<file path="src/rtl/pwm_gen_per.sv">
// ============================================================================
// Module   : pwm_gen_per
// Purpose  : Memory-mapped PWM gate generator for the ring-oscillator block;
//            continuous or counted-burst mode with glitch-free shadowing.
// Revision : 1.0
// ============================================================================
`default_nettype none

module pwm_gen_per #(
  parameter logic [14:0] BASE_ADDR = 15'h01B0,
  parameter int          DEC_WD    = 4
) (
  input  logic        mclk,
  input  logic        puc_rst,
  input  logic [13:0] per_addr,
  input  logic [15:0] per_din,
  input  logic        per_en,
  input  logic [1:0]  per_we,
  output logic [15:0] per_dout,
  output logic        pwm_out,
  output logic        pwm_busy
);

  localparam logic [DEC_WD-1:0] OFS_CTRL   = DEC_WD'('h0);
  localparam logic [DEC_WD-1:0] OFS_PERIOD = DEC_WD'('h2);
  localparam logic [DEC_WD-1:0] OFS_DUTY   = DEC_WD'('h4);
  localparam logic [DEC_WD-1:0] OFS_BURSTN = DEC_WD'('h6);
  localparam logic [DEC_WD-1:0] OFS_STATUS = DEC_WD'('h8);
  localparam logic [DEC_WD-1:0] OFS_CNT    = DEC_WD'('hA);

  localparam logic [0:0] ST_IDLE = 1'b0;
  localparam logic [0:0] ST_RUN  = 1'b1;

  logic              reg_sel;
  logic              reg_wr;
  logic              reg_rd;
  logic [DEC_WD-1:0] reg_ofs;

  logic [0:0]  state_q,     state_d;
  logic [14:0] ctrl_q,      ctrl_d;
  logic        start_q,     start_d;
  logic [15:0] period_q,    period_d;
  logic [15:0] duty_q,      duty_d;
  logic [15:0] burstn_q,    burstn_d;
  logic        done_q,      done_d;
  logic [15:0] cnt_q,       cnt_d;
  logic [15:0] period_sh_q, period_sh_d;
  logic [15:0] duty_sh_q,   duty_sh_d;
  logic [15:0] pulses_q,    pulses_d;
  logic        pwm_q,       pwm_d;

  logic ctrl_en;
  logic ctrl_burst;
  logic ctrl_pol;
  logic wrap;
  logic run_entry;
  logic set_done;
  logic raw;

  // --------------------------------------------------------------------------
  // Bus decode
  // --------------------------------------------------------------------------
  always_comb begin
    reg_sel = per_en & (per_addr[13:DEC_WD-1] == BASE_ADDR[14:DEC_WD]);
    reg_ofs = {per_addr[DEC_WD-2:0], 1'b0};
    reg_wr  = reg_sel & (|per_we);
    reg_rd  = reg_sel & ~(|per_we);
  end

  assign ctrl_en    = ctrl_q[0];
  assign ctrl_burst = ctrl_q[1];
  assign ctrl_pol   = ctrl_q[2];

  // --------------------------------------------------------------------------
  // Software-visible registers; START is a one-cycle strobe, never stored
  // --------------------------------------------------------------------------
  always_comb begin
    ctrl_d   = ctrl_q;
    period_d = period_q;
    duty_d   = duty_q;
    burstn_d = burstn_q;
    start_d  = 1'b0;
    if (reg_wr) begin
      case (reg_ofs)
        OFS_CTRL: begin
          ctrl_d  = per_din[14:0];
          start_d = per_din[15];
        end
        OFS_PERIOD: period_d = per_din;
        OFS_DUTY:   duty_d   = per_din;
        OFS_BURSTN: burstn_d = per_din;
        default:    ;
      endcase
    end
  end

  // --------------------------------------------------------------------------
  // Sequencer: shadows load on entry and at every wrap so a period in flight
  // always finishes with the values it started with
  // --------------------------------------------------------------------------
  assign wrap = (cnt_q == period_sh_q);

  always_comb begin
    state_d     = state_q;
    cnt_d       = cnt_q;
    period_sh_d = period_sh_q;
    duty_sh_d   = duty_sh_q;
    pulses_d    = pulses_q;
    run_entry   = 1'b0;
    set_done    = 1'b0;

    case (state_q)
      ST_IDLE: begin
        cnt_d = 16'd0;
        if (ctrl_en) begin
          if (!ctrl_burst) begin
            run_entry = 1'b1;
          end else if (start_q) begin
            if (burstn_q == 16'd0) begin
              set_done = 1'b1;
            end else begin
              run_entry = 1'b1;
            end
          end
        end
        if (run_entry) begin
          state_d     = ST_RUN;
          period_sh_d = period_q;
          duty_sh_d   = duty_q;
          pulses_d    = burstn_q;
        end
      end

      ST_RUN: begin
        if (!ctrl_en) begin
          state_d = ST_IDLE;
          cnt_d   = 16'd0;
        end else if (wrap) begin
          cnt_d       = 16'd0;
          period_sh_d = period_q;
          duty_sh_d   = duty_q;
          if (ctrl_burst) begin
            if (pulses_q <= 16'd1) begin
              state_d  = ST_IDLE;
              pulses_d = 16'd0;
              set_done = 1'b1;
            end else begin
              pulses_d = pulses_q - 16'd1;
            end
          end
        end else begin
          cnt_d = cnt_q + 16'd1;
        end
      end

      default: begin
        state_d = ST_IDLE;
        cnt_d   = 16'd0;
      end
    endcase
  end

  // Hardware set takes priority over a same-cycle write-1-to-clear
  always_comb begin
    done_d = done_q;
    if (reg_wr && (reg_ofs == OFS_STATUS) && per_din[1]) begin
      done_d = 1'b0;
    end
    if (set_done) begin
      done_d = 1'b1;
    end
  end

  // --------------------------------------------------------------------------
  // Output stage
  // --------------------------------------------------------------------------
  always_comb begin
    raw   = (state_q == ST_RUN) && (cnt_q < duty_sh_q);
    pwm_d = raw ^ ctrl_pol;
  end

  assign pwm_out  = pwm_q;
  assign pwm_busy = (state_q == ST_RUN);

  // --------------------------------------------------------------------------
  // Read mux
  // --------------------------------------------------------------------------
  always_comb begin
    per_dout = 16'h0000;
    if (reg_rd) begin
      case (reg_ofs)
        OFS_CTRL:   per_dout = {1'b0, ctrl_q};
        OFS_PERIOD: per_dout = period_q;
        OFS_DUTY:   per_dout = duty_q;
        OFS_BURSTN: per_dout = burstn_q;
        OFS_STATUS: per_dout = {14'd0, done_q, (state_q == ST_RUN)};
        OFS_CNT:    per_dout = cnt_q;
        default:    per_dout = 16'h0000;
      endcase
    end
  end

  // --------------------------------------------------------------------------
  // State registers
  // --------------------------------------------------------------------------
  always_ff @(posedge mclk) begin
    if (puc_rst) begin
      state_q     <= ST_IDLE;
      ctrl_q      <= 15'd0;
      start_q     <= 1'b0;
      period_q    <= 16'd0;
      duty_q      <= 16'd0;
      burstn_q    <= 16'd0;
      done_q      <= 1'b0;
      cnt_q       <= 16'd0;
      period_sh_q <= 16'd0;
      duty_sh_q   <= 16'd0;
      pulses_q    <= 16'd0;
      pwm_q       <= 1'b0;
    end else begin
      state_q     <= state_d;
      ctrl_q      <= ctrl_d;
      start_q     <= start_d;
      period_q    <= period_d;
      duty_q      <= duty_d;
      burstn_q    <= burstn_d;
      done_q      <= done_d;
      cnt_q       <= cnt_d;
      period_sh_q <= period_sh_d;
      duty_sh_q   <= duty_sh_d;
      pulses_q    <= pulses_d;
      pwm_q       <= pwm_d;
    end
  end

endmodule

`default_nettype wire

</file>
<file path="config.mk">
export PLATFORM = sky130hd
export DESIGN_NAME = pwm_gen_per
export DESIGN_NICKNAME = d
export VERILOG_FILES = /design/src/rtl/pwm_gen_per.sv
export SDC_FILE = /design/constraint.sdc
export NUM_CORES = 1
export LEC_CHECK = 0
export ABC_AREA = 1
export BUFFER_PORTS_ARGS = -buffer_cell sky130_fd_sc_hd__buf_2
export CAP_MARGIN = 0
export CORE_MARGIN = 5
export CORE_UTILIZATION = 34
export CTS_CLUSTER_DIAMETER = 40
export DETAILED_ROUTE_END_ITERATION = 6
export PLACE_DENSITY = 0.48
export SYNTH_ARGS = -nofsm -noshare
export SYNTH_HDL_FRONTEND = slang
export SYNTH_SLANG_ARGS = --single-unit
</file>
<file path="constraint.sdc">
create_clock -name mclk -period 4.05 [get_ports mclk]
set_input_delay 0.81 -clock mclk [delete_from_list [all_inputs] [get_ports mclk]]
set_output_delay 0.81 -clock mclk [all_outputs]
set_load 0.01 [all_outputs]
</file>
==> results of run 1 <==
kinds of logic (layout without fill, tap and decap cells):
| group | Yosys count | in the layout |
|---|---|---|
| buf+inv | 199 | 248 |
| simple gates | 446 | 446 |
| fa+ha+maj | 18 | 18 |
| flops | 131 | 131 |
| compound gates | 211 | 211 |
| xor+xnor | 19 | 19 |
layout make-up:
class	instances	area [um^2]	share of cell area [%]
well taps	270	338	4.27
inverters	154	579	7.32
repair buffers	62	335	4.24
clock inverters	11	110	1.39
flip-flops and latches	131	2620	33.1
multi-input cells	694	3470	43.8
clock buffers	21	460	5.82
per-stage QoR:
| step | power, uW | utilization, % | cell area (um^2) | std cells | hold WS [ns] |
|---|---|---|---|---|---|
| 3_3_place_gp | 1400 | 36.4 | 7340 | 1311 | 0.433 |
| 6_report | 2880 | 39.2 | 7910 | 1343 | 0.444 |
| 4_1_cts | 2920 | 39.2 | 7910 | 1343 | 0.447 |
| 2_1_floorplan | 1360 | - | 6950 | 1024 | 0.424 |
| 3_5_place_dp | 1400 | 36.4 | 7340 | 1311 | 0.438 |
| 5_1_grt | 3000 | 39.2 | 7910 | 1343 | 0.460 |
how the worst min path moves through the flow:
stage | cells after the start | to | slack, ns | from
5_1_grt | 2 | ctrl_q[8]$_SDFFE_PP0P_ | 0.46 | ctrl_q[8]$_SDFFE_PP0P_
3_5_place_dp | 2 | ctrl_q[10]$_SDFFE_PP0P_ | 0.44 | ctrl_q[10]$_SDFFE_PP0P_
4_1_cts | 2 | ctrl_q[8]$_SDFFE_PP0P_ | 0.45 | ctrl_q[8]$_SDFFE_PP0P_
6_report | 2 | ctrl_q[7]$_SDFFE_PP0P_ | 0.44 | ctrl_q[7]$_SDFFE_PP0P_
3_3_place_gp | 2 | ctrl_q[10]$_SDFFE_PP0P_ | 0.43 | ctrl_q[10]$_SDFFE_PP0P_
2_1_floorplan | 2 | ctrl_q[13]$_SDFFE_PP0P_ | 0.42 | ctrl_q[13]$_SDFFE_PP0P_
worst max-delay path, cell delays in order:
cell and delay [ns]:
buf_2 0.10, nor2_1 0.09, nand2_1 0.09, nor4_4 0.39
nand2_1 0.15, nor2_1 0.21, o21ai_2 0.24, a21oi_1 0.27
buf_2 0.18
registers in the layout (all words and copies together), names as in the netlist:
| name | count |
|---|---|
| burstn_q | 16 |
| cnt_q | 16 |
| duty_q | 16 |
| duty_sh_q | 16 |
| period_q | 16 |
| period_sh_q | 16 |
| pulses_q | 16 |
| ctrl_q | 15 |
| done_q | 1 |
| pwm_busy | 1 |
| pwm_out | 1 |
| start_q | 1 |
power by group through the flow:
stage | Clock (uW) | Sequential [uW] | Combinational, uW
2_1_floorplan | 0 | 1320 | 43.3
3_3_place_gp | 0 | 1320 | 87.2
3_5_place_dp | 0 | 1320 | 87.4
4_1_cts | 1540 | 1290 | 87.7
5_1_grt | 1610 | 1290 | 97.4
6_report | 1510 | 1290 | 87.2
layout by cell type, fill, tap and decap left out, types with 11 or more instances in the layout:
cell type and n:
clkbuf_16 17, xor2_1 17, a21oi_1 82, dfxtp_1 131, nand4_1 11, nand2_1 194, o21ai_0 65, nor2_1 159
nand3_1 54, inv_1 145, ha_1 18, o22ai_1 36, buf_2 52
metal layers:
layer,routed length (um),GRT usage (%)
met1,10100,24.2
met2,9230,28.1
met3,599,3.76
met4,207,3.99
met5,13,0
==> results, run 1 <==
- The die is roughly 150 um tall.
- The kind of end point of the critical path is a primary output.
- Of the total synthesized cell area, the portion taken by XOR and XNOR cells is under 10%.
- At the pin with the least slew margin, the transition time is around 0.75 ns.
- Dividing the detail-routed wire length by the instance count gives ~15 um.
- The fraction of power consumed by the clock network is 52.3%.
- In the synthesized netlist, mux cells make up 0% of the area.
- The leakage power summed over all cells is ~0.0035 uW.
- The mean instance size in the synthesized netlist is between 6 and 7 um^2.
- After detailed routing, the number of remaining DRC violations is 0.
- The quantity of I/O buffers inserted on ports is 52.
- Setup repair after global routing left no endpoint under its margin.
- The count of vias placed by the detailed router is 6352.
- The cell area that synthesis handed to floorplanning was ~0.0069 mm^2.
- The clock tree skew after final layout is about 0.0065 ns.
- Counting every sink on the clock net gives around 130.
- The minimum period implied by the final worst setup slack is 3.34 ns.
- The number of DRC violations after detailed-routing iteration 0 is between 300 and 400.
- After legalization and detailed placement, the total HPWL measured between 10 and 15 mm.
- The pin count of the biggest net entering global routing is between 40 and 50.
- The number of instances in the synthesized netlist is about 1.0k.
- The internal power of the cells totals approximately 2200 uW.
- In this run the power spent charging and discharging nets is 640 uW.
- Hold repair after CTS inserted 0 buffers.
- After Yosys synthesis, and, or, nand and nor cells account for between 20% and 30% of the synthesized area.
- The total inserted antenna cells is 0.
- The root buffer cell chosen for the clock tree is clkbuf_16.
- The class of the tightest hold or removal check is reg2reg.
- STA puts the critical path data arrival time at around 2.5 ns.
- The final-stage net count is roughly 1.1k.
- The length of the first detailed-routing pass in iterations is 4.
- The die covers ~0.023 mm^2.
- In this run the worst setup path begins at per_addr[10].
- In this run the biggest area consumer among cell types represents a little under two fifths of the synthesized area.
- OpenSTA, run right after detailed placement, puts the worst setup slack at 0.729 ns.
- From left edge to right edge, the die measures ~150 um.
- At the later pin of the worst-skew pair, clock insertion delay measures between 0.4 and 0.5 ns.
- The share of the Yosys chip area taken by registers is 37.8%.
- The H-tree was split into 4 levels.
- Among all flip-flop cells after synthesis, the most frequent one is dfxtp_1.
- The share of total power dissipated in sequential elements is between 40 and 50%.
- The number of post-CTS setup repair buffers is 0.
- The data required time of the worst path is between 3 and 4 ns.
- The Yosys warning count is 0.
- The total I/O pin count is 53.
- The most numerous cell in the Yosys netlist is nand2_1.
- The filler cells instantiated in the layout total around 2.2k.
- The maximum operating frequency is about 300 MHz.
- The cell type contributing the most total cell area after synthesis is dfxtp_1.
- The clock tree from TritonCTS is yes.
- The register-to-register setup slack is roughly 1.7 ns.
- The synthesized design contains ~130 register bits.
- The total overflow left after global routing is 0.
- The effective utilization at floorplan is between 30% and 40%.
- The post-detailed-route via-to-cell ratio is roughly 4.7.
- In this run the critical register-to-register path is captured at duty_sh_q[4]$_SDFFE_PP0P_.
- The first global-routing pass estimated about 33 mm of wire.
- The number of max-slew violations in the final report came to 0.
- The cell count of the worst reg-to-reg path is 13.
- The flow ran to the end, and the final reports show no timing, DRC or antenna violations.
- The synthesized net count is between 1k and 1.5k.
- The post-CTS resize count is 0.
- Counting instances in the post-synthesis netlist gives the leading cell types as 194 x nand2_1, 159 x nor2_1, 146 x inv_1.
- In this run, distinct cell masters in the synthesized netlist total just over 40.
- The final routed wirelength across all metal layers is 20.2 mm.
- The number of nets with antenna violations after detailed routing is 0.
- The final estimated routing congestion in global placement is ~0.84.
- In this run the critical register-to-register path is launched from cnt_q[10]$_SDFF_PP0_.
- The final worst setup slack is 0.711 ns.
- The initialized floorplan defines 52 standard-cell rows.
- STA classifies the critical path startpoint as an input port.
- The placeable core area is about 0.020 mm^2.
- The part of the cycle the worst path needs is about 80%.
- The combinational share of power is under 10%.
- Yosys attributes the largest share of cell area to dfxtp_1 38%, nand2_1 10%, nor2_1 8.6%.
- The number of synthesized flops with an enable pin is 0.
- The setup-violating endpoint count in the final report is 0.
- In this run switching power makes up 22.2% of total power.
- Measured against its own limit, the worst slew margin works out to around 50%.
- Of the total synthesized cell area, the portion taken by full adders, half adders and majority gates is 3.24%.
- The maximum vdd drop is between 0.0003 and 0.0004 V.
- The deepest clock path buffer count is 2.
- The number of buffers added by the clock tree synthesis step is 17.
- The fraction of the mapped netlist area in compound gates is ~17%.
- The layout cell share with drive strength beyond 1 is about 11%.
- The critical path ends at per_dout[8].
- The top fanout value on the critical path is 14.
- The via count of the first global-routing pass is between 5k and 6k.
- The critical path is of the in2out type.
- The total count of hold-check failures in the final report came to 0.
- Compared with the post-synthesis result, the final layout area differs by 13.9%.
- The reported max-cap violation count is 0.
- The initial antenna violation count came to 1.
- Clock-pin slew was measured on the worst setup and hold paths at around 0.06 ns.
- The post-synthesis async set-or-reset flop share is 0%.
- The global routing usage summed across all routing layers is between 10% and 20%.
- In the final timing run, aggregate negative setup slack is 0 ns.
- Power spread over the standard cell area amounts to 364 mW/mm^2.
- The combinational family with the most area after synthesis is simple AND/OR/NAND/NOR gates.
Note: power is estimated with default switching activity, not from simulation.
==> run 2, diff against run 1 <==
==> constraint.sdc (replaced) <==
create_clock -name mclk -period 3.3 [get_ports mclk]
set_input_delay 0.66 -clock mclk [delete_from_list [all_inputs] [get_ports mclk]]
set_output_delay 0.66 -clock mclk [all_outputs]
set_load 0.01 [all_outputs]
==> results, run 2 (synthesis gave the netlist of run 1 again) <==
- The flow ran to the end, and the final reports show no timing, DRC or antenna violations.
- The final-stage net count is 1118 (+0.45%).
- The origin of the worst min-delay path is ctrl_q[10]$_SDFFE_PP0P_.
- The global-route wire length before repair is 33.5 mm (+2.3%).
- The number of buffers inserted by hold repair at cts is 0 (unchanged).
- The initial antenna violation count was 1 (unchanged).
- The startpoint identified for the worst register-to-register timing path is cnt_q[0]$_SDFF_PP0_.
- The post-detailed-route via-to-cell ratio is 4.71 (-0.39%).
- The count of non-filler cells in the finished layout is 1347 (+0.30%).
- The top fanout value on the critical path is 14 (unchanged).
- The area of the die is 0.0234 mm^2 (unchanged).
- The placeable core area is 0.0202 mm^2 (unchanged).
- The number of max-slew violations in the final report was 0 (unchanged).
- The layout cell share with drive strength beyond 1 is 11.8% (+0.33 points).
- The count of vias placed by the detailed router was 6346 (-0.094%).
- The maximum operating frequency is 345 MHz.
- The via count of the first global-routing pass is 5971 (+1.8%).
- The total count of hold-check failures in the final report was 0 (unchanged).
- The leakage power summed over all cells is 0.00358 uW (+1.4%).
- The maximum vdd drop is 0.000361 V (+18%).
- The total inserted antenna cells is 0 (unchanged).
- The total of fill cells in the finished design is 2237 (+0.27%).
- The post-CTS resize count was 0 (unchanged).
- The startpoint type of the worst setup path is an input port.
- Of the available clock period, the critical path in the final layout requires between 80% and 90%.
- The number of DRC violations after detailed-routing iteration 0 is 348 (-7.2%).
- The cell count after placement came to 1316 (+0.38%).
- The endpoint of the worst hold-timing path is ctrl_q[10]$_SDFFE_PP0P_.
- The die height is 153 um (unchanged).
- The worst setup path is captured at a primary output.
- The deepest clock path buffer count was 2 (unchanged).
- The cell with the biggest individual delay on the critical path is a21oi_1.
- The class of the tightest hold or removal check is reg2reg.
- The setup-violating endpoint count in the final report is 0 (unchanged).
- Relative to the synthesized area, the layout overhead comes to 15.3%.
- The HPWL reported at the end of detailed placement is 15.0 mm (+1.3%).
- The largest incremental delay on the critical path is 0.31 ns (-0.08 ns).
- The final routed wirelength across all metal layers is 20.5 mm (+1.6%).
- The clock-pin slew on the worst setup and hold paths is 0.06 ns (about the same).
- The aggregate global routing overflow is 0 (unchanged).
- The cell count of the worst hold path is 2 (unchanged).
- The total negative setup slack was 0 ns (unchanged).
- The total power per unit cell area is 462 mW/mm^2 (+27%).
- The final estimated routing congestion in global placement is 0.869 (+3.9%).
- The total I/O pin count is 53 (unchanged).
- The number of buffers added by the clock tree synthesis step was 17 (unchanged).
- The clock tree from TritonCTS is yes.
- The register-to-register setup slack is 1.07 ns (-0.66 ns).
- The number of placement rows is 52 (unchanged).
- The minimum period implied by the final worst setup slack is slightly below 3 ns.
- The effective utilization at floorplan is 34.4% (unchanged).
- The pin count of the biggest net entering global routing is 58 (+35%).
- The count of clock tree sinks is 131 (unchanged).
- The cell count of the worst reg-to-reg path is 13 (unchanged).
- The width of the chip is 153 um (unchanged).
- The type of the setup path with the least slack is in2out.
- The pin slew with the least headroom to its limit came to 0.658 ns (-0.0954 ns).
- Traced cell by cell, the critical path runs through buf_2 -> nor2_1 -> nand2_1 -> nor4_4 -> nand2_1 -> nor2_1 -> o21ai_2 -> a21oi_1 -> buf_2.
- The clock tree skew after final layout is 0.00936 ns (+0.00285 ns).
- The number of post-CTS setup repair buffers is 0 (unchanged).
- Setup repair after global routing left no endpoint under its margin.
- The mean routed wirelength per cell is 15.2 um (+1.3%).
- The destination of the worst register-to-register timing path is duty_sh_q[8]$_SDFFE_PP0P_.
- The number of nets with antenna violations after detailed routing is 0 (unchanged).
- The later-pin clock latency in the skew report is 0.42 ns (about the same).
- The depth of the CTS H-tree was 4 (unchanged).
- The most common library cell in the layout ignoring fill and taps is nand2_1.
- The reported max-cap violation count is 0 (unchanged).
- The master cell of the clock root buffer is clkbuf_16.
- The data required time of the worst path was 2.64 ns (-0.60 ns).
- Leaving out fill and tap cells, the most frequent cells in the layout are 194 x nand2_1, 159 x nor2_1, 145 x inv_1.
- The length of the first detailed-routing pass in iterations is 4 (unchanged).
- The tightest slew margin relative to the limit is 56.1% (+6.5 points).
- The arrival time at the worst endpoint is 2.24 ns (-0.29 ns).
- The quantity of I/O buffers inserted on ports is 52 (unchanged).
- The global routing usage summed across all routing layers came to 17.8% (+0.34 points).
- The DRC violation count after routing is 0 (unchanged).
## run 2: layer usage
layer  GRT usage [%]  wire length [um]  up-vias  share of wire (%)
li1                -                 -     3376                  -
met1            25.1             10300     2867                 50
met2            28.2              9360       81                 46
met3            3.34               578       20                2.8
met4            4.41               224        2                1.1
met5               0                18        -              0.088
## run 2: layout make-up
type | instances | area [um^2] | area share (%)
Timing Repair Buffer | 67 | 385 | 4.81
Tap cell | 270 | 338 | 4.22
Multi-Input combinational cell | 694 | 3470 | 43.3
Clock buffer | 21 | 460 | 5.75
Sequential cell | 131 | 2620 | 32.7
Inverter | 154 | 579 | 7.23
Clock inverter | 10 | 156 | 1.95
## run 2: worst max-delay path by stage
| stage | endpoint | slack, ns | startpoint |
|---|---|---|---|
| global route | per_dout[7] | 0.25 | per_addr[2] |
| finish | per_dout[8] | 0.40 | per_addr[8] |
| floorplan | per_dout[10] | 0.84 | per_addr[7] |
| global placement | per_dout[8] | 0.43 | per_addr[10] |
| detailed placement | per_dout[8] | 0.41 | per_addr[8] |
| CTS | per_dout[8] | 0.40 | per_addr[8] |
## run 2: per-stage QoR
step | hold WS [ns] | power (uW) | worst slack (ns) | cell area [um^2] | utilization, %
floorplan | 0.424 | 1670 | 0.842 | 6950 | -
global placement | 0.432 | 1730 | 0.427 | 7390 | 36.7
global route | 0.466 | 3830 | 0.252 | 8010 | 39.7
CTS | 0.449 | 3740 | 0.402 | 8010 | 39.7
finish | 0.449 | 3700 | 0.400 | 8010 | 39.7
detailed placement | 0.440 | 1730 | 0.412 | 7390 | 36.7
## run 2: power by group
part,switching (uW),internal [uW]
Sequential,0.0432,1580
Combinational,76.8,33.3
Clock,709,1300
Total,786,2910
## run 2: critical path, delay by kind of cell
family / cells / cell delay (ns)
buffers and inverters: 2 / 0.29
AO/OA/AOI/OAI: 2 / 0.54
AND/OR/NAND/NOR: 5 / 0.75
